## src/rtl/led_pattern_engine.sv

```systemverilog
// LED pattern generator: count up/down, rotate, bounce, stepped by an internal clock-enable tick.
// Define LED_PWM_EN to add PWM brightness dimming on the led outputs (duty PWM_DUTY/8).
module led_pattern_engine #(
   parameter int unsigned LED_W    = 4,
   parameter int unsigned TICK_DIV = 25_000_000,
   parameter int unsigned PWM_DUTY = 4
) (
   input  logic             clk,
   input  logic             rst,
   input  logic [1:0]       sw,
   output logic [LED_W-1:0] led,
   output logic             step
);

   localparam int unsigned     CW       = $clog2(TICK_DIV);
   localparam logic [CW-1:0]   CNT_LAST = CW'(TICK_DIV - 1);

   localparam logic [1:0] M_UP  = 2'b00;
   localparam logic [1:0] M_DN  = 2'b01;
   localparam logic [1:0] M_ROT = 2'b10;
   localparam logic [1:0] M_BNC = 2'b11;

   localparam logic DIR_LEFT  = 1'b0;
   localparam logic DIR_RIGHT = 1'b1;

   if (LED_W < 2 || TICK_DIV < 2 || PWM_DUTY > 8) begin : g_bad_param
      $error("led_pattern_engine: parameter out of range");
   end

   logic [1:0]       sync1_q, sync2_q;
   logic [1:0]       mode_q, mode_d;
   logic [CW-1:0]    cnt_q, cnt_d;
   logic [LED_W-1:0] pat_q, pat_d;
   logic             dir_q, dir_d;
   logic             step_q, step_d;
   logic             tick, mode_chg;

   function automatic logic [LED_W-1:0] init_pat(input logic [1:0] m);
      case (m)
         M_UP:    init_pat = '0;
         M_DN:    init_pat = '1;
         default: init_pat = LED_W'(1);
      endcase
   endfunction

   // A pending mode change takes priority over a coincident tick.
   always_comb begin
      tick     = (cnt_q == CNT_LAST);
      mode_chg = (sync2_q != mode_q);
      mode_d   = mode_q;
      pat_d    = pat_q;
      dir_d    = dir_q;
      cnt_d    = tick ? '0 : cnt_q + CW'(1);
      step_d   = tick && !mode_chg;
      if (mode_chg) begin
         mode_d = sync2_q;
         pat_d  = init_pat(sync2_q);
         dir_d  = DIR_LEFT;
         cnt_d  = '0;
      end else if (tick) begin
         case (mode_q)
            M_UP:  pat_d = pat_q + LED_W'(1);
            M_DN:  pat_d = pat_q - LED_W'(1);
            M_ROT: pat_d = {pat_q[LED_W-2:0], pat_q[LED_W-1]};
            default: begin
               if (dir_q == DIR_LEFT) begin
                  if (pat_q[LED_W-1]) begin
                     pat_d = pat_q >> 1;
                     dir_d = DIR_RIGHT;
                  end else begin
                     pat_d = pat_q << 1;
                  end
               end else begin
                  if (pat_q[0]) begin
                     pat_d = pat_q << 1;
                     dir_d = DIR_LEFT;
                  end else begin
                     pat_d = pat_q >> 1;
                  end
               end
            end
         endcase
      end
   end

   always_ff @(posedge clk or negedge rst) begin
      if (!rst) begin
         sync1_q <= '0;
         sync2_q <= '0;
         mode_q  <= M_UP;
         cnt_q   <= '0;
         pat_q   <= '0;
         dir_q   <= DIR_LEFT;
         step_q  <= 1'b0;
      end else begin
         sync1_q <= sw;
         sync2_q <= sync1_q;
         mode_q  <= mode_d;
         cnt_q   <= cnt_d;
         pat_q   <= pat_d;
         dir_q   <= dir_d;
         step_q  <= step_d;
      end
   end

   assign step = step_q;

`ifdef LED_PWM_EN
   logic [2:0]       pwm_q;
   logic [LED_W-1:0] led_q;
   logic             pwm_on;

   assign pwm_on = ({1'b0, pwm_q} < 4'(PWM_DUTY));

   always_ff @(posedge clk or negedge rst) begin
      if (!rst) begin
         pwm_q <= '0;
         led_q <= '0;
      end else begin
         pwm_q <= pwm_q + 3'd1;
         led_q <= pat_q & {LED_W{pwm_on}};
      end
   end

   assign led = led_q;
`else
   assign led = pat_q;
`endif

endmodule

```

## config.mk

```make
export PLATFORM = sky130hd
export DESIGN_NAME = led_pattern_engine
export DESIGN_NICKNAME = d
export VERILOG_FILES = /design/src/rtl/led_pattern_engine.sv
export SDC_FILE = /design/constraint.sdc
export NUM_CORES = 1
export LEC_CHECK = 0
export CAP_MARGIN = 20
export CORE_MARGIN = 5
export CORE_UTILIZATION = 50
export DETAILED_ROUTE_END_ITERATION = 12
export PLACE_DENSITY = 0.68
export SLEW_MARGIN = 5
export SYNTH_ARGS = -nofsm -noshare
export SYNTH_HDL_FRONTEND = slang
export SYNTH_SLANG_ARGS = --single-unit
```

## constraint.sdc

```tcl
create_clock -name clk -period 6.1 [get_ports clk]
set_input_delay 0.61 -clock clk [delete_from_list [all_inputs] [get_ports clk]]
set_output_delay 0.61 -clock clk [all_outputs]
set_load 0.02 [all_outputs]
```

==> impl_results.md, run 1 <==
- Proportion of synthesized area in mux cells: 1.16%
- Die area: 5210 um2
- Setup WS pre-CTS: 3.67 ns
- Inserted Clock Buffers: 5
- Area Growth Syn to Fin: 11.1%
- Final period utilization: 39.7%
- Sequential power share: 48.6%
- Synthesized instance count: 188
- Clock Skews: 0.00795 ns
- Clk pwr share: 40.1%
- Clk slew on worst S/H paths: 0.07 ns
- Chip width: 72.2 um
- Nets: 203
- Hold Fails Final Rpt: 0
- PwrDens: 253 nW/um2
- Most frequent cells after synthesis: 37 x dfrtp_1, 27 x nor2_1, 20 x xor2_1, 15 x nand3_1, 10 x nand2_1
- CTS Buffer Depth: 2
- Grt ovf: 0
- Comb pwr share: 11.2%
- IO Port Bufs: 8
- CTS resizes: 0
- Vias per cell: 5.58
- TNS Setup: 0 ns
- Fin cells: 245
- Clock latency on the worst-skew pair: 0.29 ns
- Placed Cells: 237
- Clock Root Buffer: clkbuf_8
- CTS Sinks: 37
- #FFs+latches synth: 37
- Final setup fails: 0
- Main combinational cell family by area after synthesis: simple AND/OR/NAND/NOR gates
- Hold Crit Depth: 0
- Largest net degree at the start of global routing: 38
- Hold_sp: sync1_q[1]
- Yosys warning count: 0
- Drt first pass iters: 4
- Worst Hold End: sync2_q[1]
- GP Congestion: 0.803
- Antenna-violating nets left: 0
- Layout cells sized above 1: 10.2%
- GRT Total Usage: 15.3%
- CTS Hold Buffers Added: 0
- Pin slew with the least headroom to its limit: 0.920 ns
- XOR/XNOR share of the synthesized area: 12.7%
- Most used standard cell by instance count after synthesis: dfrtp_1
- Fin worst setup slack: 3.68 ns
- Post-Synth Adder-Cell Area: 2.46%
- Syn Nets: 195
- Reg2reg path depth: 5
- Share of the synthesized area in the top cell type: 47.9%
- Sequential-to-total area share from yosys stat: 47.9%
- Core ar.: 3720 um2
- NetSw: 0.132 mW
- Post-DP HPWL: 2.46 mm
- Final hold slack: 0.352 ns
- Average wire per standard cell: 14.2 um
- Std cell rows: 22
- Worst EP required: 6.33 ns
- Hold Path Class: reg2reg
- Vias post-DR: 1368
- Max-cap violations: 0
- Initial drt markers: 75
- Post-synthesis compound-gate area fraction: 6.40%
- Crit start category: register
- Worst path arrival time: 2.65 ns
- R2r startpoint: cnt_q[15]
- Fill count: 324
- Final Slew Violations: 0
- Antenna cells: 0
- Die H: 72.2 um
- Setup Buffers After CTS: 0
- First-pass GRT wire length: 6.12 mm
- H-tree levels: 2
- Crit. End Element: register
- Max IR drop VDD: 172 uV
- Async set-reset flop share out of synthesis: 100%
- Avg Cell Area, Syn: 10.3 um2
- Slew headroom: 38.7%
- Post-Route WL: 3.47 mm
- Crit path time final: 2.42 ns
- EDFF count, synth: 0
- Worst R2R Setup Slack: 3.68 ns
- Number of antenna violations at the first check in global routing: 0
- Simple-gate area share of the yosys netlist: 25.9%
- Mapped cell area: 1930 um2
- Main area contributors after synthesis: dfrtp_1 48%, xor2_1 9.1%, nor2_1 5.2%, nand3_1 3.9%, xnor2_1 3.6%
- Vias in the first global route: 1372
- FMAX: 413 MHz
- I/O pin cnt: 9
- Status: finished, final reports clean
- CP max FO: 28
- Starting Density: 52.1%
- Leading area contributor after synthesis: dfrtp_1
- Internal power: 0.413 mW
- Top FF cell, synth: dfrtp_1
- RSZ-0062 raised after global routing: no
- DRC viols: 0
- CTS tree: built
- R2R Path End: led[1]
- Class of the most critical setup path: reg2reg
- Leak pwr: 0.912 nW
- Post-synth cell types: 38
- Switching share of total power: 24.2%
[logic make-up after synthesis]
| kind of cell | count (synthesis) |
|---|---|
| simple gates | 86 |
| flops | 37 |
| xor+xnor | 28 |
| compound gates | 19 |
| buf+inv | 12 |
| fa+ha+maj | 4 |
| mux | 2 |
[power groups by stage]
stage | logic (mW) | registers [mW] | clock network [mW]
floorplan | 0.0412 | 0.270 | 0
global placement | 0.0600 | 0.269 | 0
detailed placement | 0.0619 | 0.269 | 0
CTS | 0.0622 | 0.264 | 0.225
global route | 0.0691 | 0.266 | 0.238
finish | 0.0612 | 0.265 | 0.218
[sequential cells by signal (all words and copies together) (netlist names)]
| signal | count |
|---|---|
| led | 4 |
| sync2_q | 2 |
| cnt_q | 25 |
| step | 1 |
| dir_q | 1 |
| sync1_q | 2 |
| mode_q | 2 |
[cell type report]
class	count	area [um2]	area share, %
multi-input combinational	139	940	43.7
sequential	37	926	43.1
timing repair buffer	9	87.6	4.08
clock buffer	6	82.6	3.84
tap	48	60.1	2.80
clock inverter	2	37.5	1.75
inverter	4	15.0	0.699
[through the flow]
step | cell area [um2] | total power [mW] | utilization, %
global placement | 2030 | 0.329 | 54.6
floorplan | 1930 | 0.311 | -
detailed placement | 2030 | 0.331 | 54.6
global route | 2150 | 0.574 | 57.8
CTS | 2150 | 0.552 | 57.8
finish | 2150 | 0.544 | 57.8
[critical path, cell delays in order (launching register included)]
cell and delay, ns:
dfrtp_1 0.44, nor4_2 0.28, nand3b_1 0.16, nor4b_4 0.41, or2_1 0.77, o221a_2 0.31
[routing by layer]
metal / up-vias / global-route usage, % / wire (um)
met5: - / 0 / 0
met4: 0 / 6.26 / 62
met3: 6 / 4.57 / 105
met2: 14 / 26.1 / 1740
met1: 676 / 17.7 / 1560
li1: 672 / - / -
[worst max path at each step]
stage,endpoint,cells past startpoint,from,slack (ns)
floorplan,led[3],6,mode_q[1],4.17
global placement,led[1],5,cnt_q[0],3.80
detailed placement,led[2],5,cnt_q[15],3.67
CTS,led[2],5,cnt_q[15],3.65
global route,led[2],5,cnt_q[15],3.49
finish,led[1],5,cnt_q[15],3.68
[placed cells by master, fill, tap and decap left out, types with 5 or more instances in the layout]
master / n
a21oi_1: 5
clkbuf_8: 6
clkdlybuf4s50_1: 8
dfrtp_1: 37
nand2_1: 10
nand3_1: 15
nand4_1: 8
nor2_1: 27
o21ai_0: 6
xnor2_1: 8
xor2_1: 20
(Power assumes the default switching activity.)
==> inputs of run 2 (changes only) <==
PLACE_DENSITY = 0.71   (was 0.68)
clock period = 2 ns   (was 6.1 ns; I/O delays follow)
==> run 2 against run 1 <==
Net effect: largest cell class unchanged; non-clock buffer count increased by 10; final cell count increased by 4.1%; worst hold slack got worse by 0.027 ns.
==> impl_results.md, run 2 (same netlist as run 1, synthesis figures left out) <==
- Status: finished, final reports clean
- GRT Total Usage: 16.1%
- CP max stage delay: 0.53 ns
- Pin slew with the least headroom to its limit: 0.483 ns
- Hold Fails Final Rpt: 0
- R2R Path End: led[3]
- DRC viols: 0
- H-tree levels: 2
- Leak pwr: 0.960 nW
- Comb pwr share: 13.9%
- Worst path arrival time: 2.08 ns
- Die H: 72.2 um
- CP Buf/Inv Count: 0
- Antenna cells: 0
- Max IR drop VDD: 465 uV
- Starting Density: 52.1%
- IO Port Bufs: 8
- GP Congestion: 0.866
- Antenna-violating nets left: 0
- Average wire per standard cell: 14.7 um
- Post-Route WL: 3.76 mm
- Crit path time final: 1.90 ns
- Top reg by flops: cnt_q
- Crit start category: register
- R2r startpoint: mode_q[1]
- Ordered cell list for the critical path: nor2b_1 -> ha_1 -> or4_1 -> o211ai_1 -> a211oi_1 -> o221a_2
- Std cell rows: 22
- Final Slew Violations: 0
- Final setup fails: 0
- Clk slew on worst S/H paths: 0.08 ns
- Nets: 213
- Die area: 5210 um2
- Inserted Clock Buffers: 5
- Vias in the first global route: 1440
- Most frequent cells in the layout: 37 x dfrtp_1, 27 x nor2_1, 20 x xor2_1
- CTS Buffer Depth: 2
- Drt first pass iters: 4
- Final period utilization: 94.9%
- Worst R2R Setup Slack: 0.10 ns
- Largest net degree at the start of global routing: 38
- Slew headroom: 67.5%
- Dpl cell area: 2090 um2
- Critical-path top delay cell: or4_1
- Post-DP HPWL: 2.74 mm
- Final non-filler cell area: 2220 um2
- FMAX: 527 MHz
- Clock Root Buffer: clkbuf_8
- Grt ovf: 0
- Vias post-DR: 1414
- Vias per cell: 5.55
- Crit. End Element: register
- Max-cap violations: 0
- Chip width: 72.2 um
- Class of the most critical setup path: reg2reg
- Switching share of total power: 25.4%
- CP Launch Point: mode_q[1]
- Commonest non-fill, non-tap cell in the layout: dfrtp_1
- First-pass GRT wire length: 6.57 mm
- I/O pin cnt: 9
- Number of antenna violations at the first check in global routing: 0
- CTS tree: built
- Final hold slack: 0.324 ns
- NetSw: 0.425 mW
- Core ar.: 3720 um2
- Hold Path Class: in2async
- Reg2reg path depth: 6
- Clock Skews: 0.00764 ns
- Clk pwr share: 38.5%
- Layout cells sized above 1: 15.0%
- PwrDens: 753 nW/um2
- Clock latency on the worst-skew pair: 0.29 ns
- Sequential power share: 47.6%
- Utilization after layout: 59.8%
- CP max FO: 3
- Worst EP required: 2.18 ns
- Top delay family on crit path: simple AND/OR/NAND/NOR gates
- Max reg flops: 25
- Initial drt markers: 88
- Internal power: 1.25 mW
- Area Growth Syn to Fin: 14.8%
- CTS Sinks: 37
[run 2: area by class of cell]
class / instances / area [um2]
Clock buffer: 5 / 68.8
Clock inverter: 3 / 46.3
Fill cell: 322 / 1500
Inverter: 4 / 15.0
Multi-Input combinational cell: 139 / 942
Sequential cell: 37 / 926
Tap cell: 48 / 60.1
Timing Repair Buffer: 19 / 163
[run 2: what timing repair did]
| action | 4_1_cts | 5_1_grt |
|---|---|---|
| buffers inserted | 0 | 2 |
| resized for setup | 1 | 0 |
| pin swaps | 0 | 2 |
| gates cloned | 0 | 0 |
| hold buffers | 0 | 0 |
| setup endpoints to repair | 19 | 29 |
[run 2: how the worst max path moves through the flow]
stage | endpoint | slack (ns) | depth (start not counted)
after floorplan | led[3] | 0.07 | 6
final | led[3] | 0.10 | 6
after global placement | cnt_q[14] | 0.05 | 6
after global routing | cnt_q[21] | -0.002 | 6
after CTS | cnt_q[19] | 0.07 | 6
after detailed placement | cnt_q[22] | -0.01 | 6
[run 2: per-layer routing]
metal / vias up / part of all wire (%) / global-route usage (%)
met5: - / 0 / 0
met4: 0 / 1.6 / 6.89
met3: 8 / 2.8 / 4.85
met2: 21 / 53 / 27.6
met1: 696 / 42 / 18.5
li1: 689 / - / -
[run 2: metrics by stage]
stage	total power, mW	instances	worst slack (ns)	TNS, ns
global placement	1.02	245	0.0489	0
global route	1.76	255	-0.00238	-0.00436
floorplan	0.949	188	0.0671	0
CTS	1.69	253	0.0682	0
detailed placement	1.04	245	-0.00990	-0.0589
finish	1.67	255	0.102	0
[run 2: power groups by stage]
stage | logic [mW] | clock network [mW] | registers (mW)
detailed placement | 0.228 | 0 | 0.811
finish | 0.233 | 0.643 | 0.797
floorplan | 0.126 | 0 | 0.824
CTS | 0.232 | 0.658 | 0.796
global route | 0.259 | 0.702 | 0.801
global placement | 0.214 | 0 | 0.809
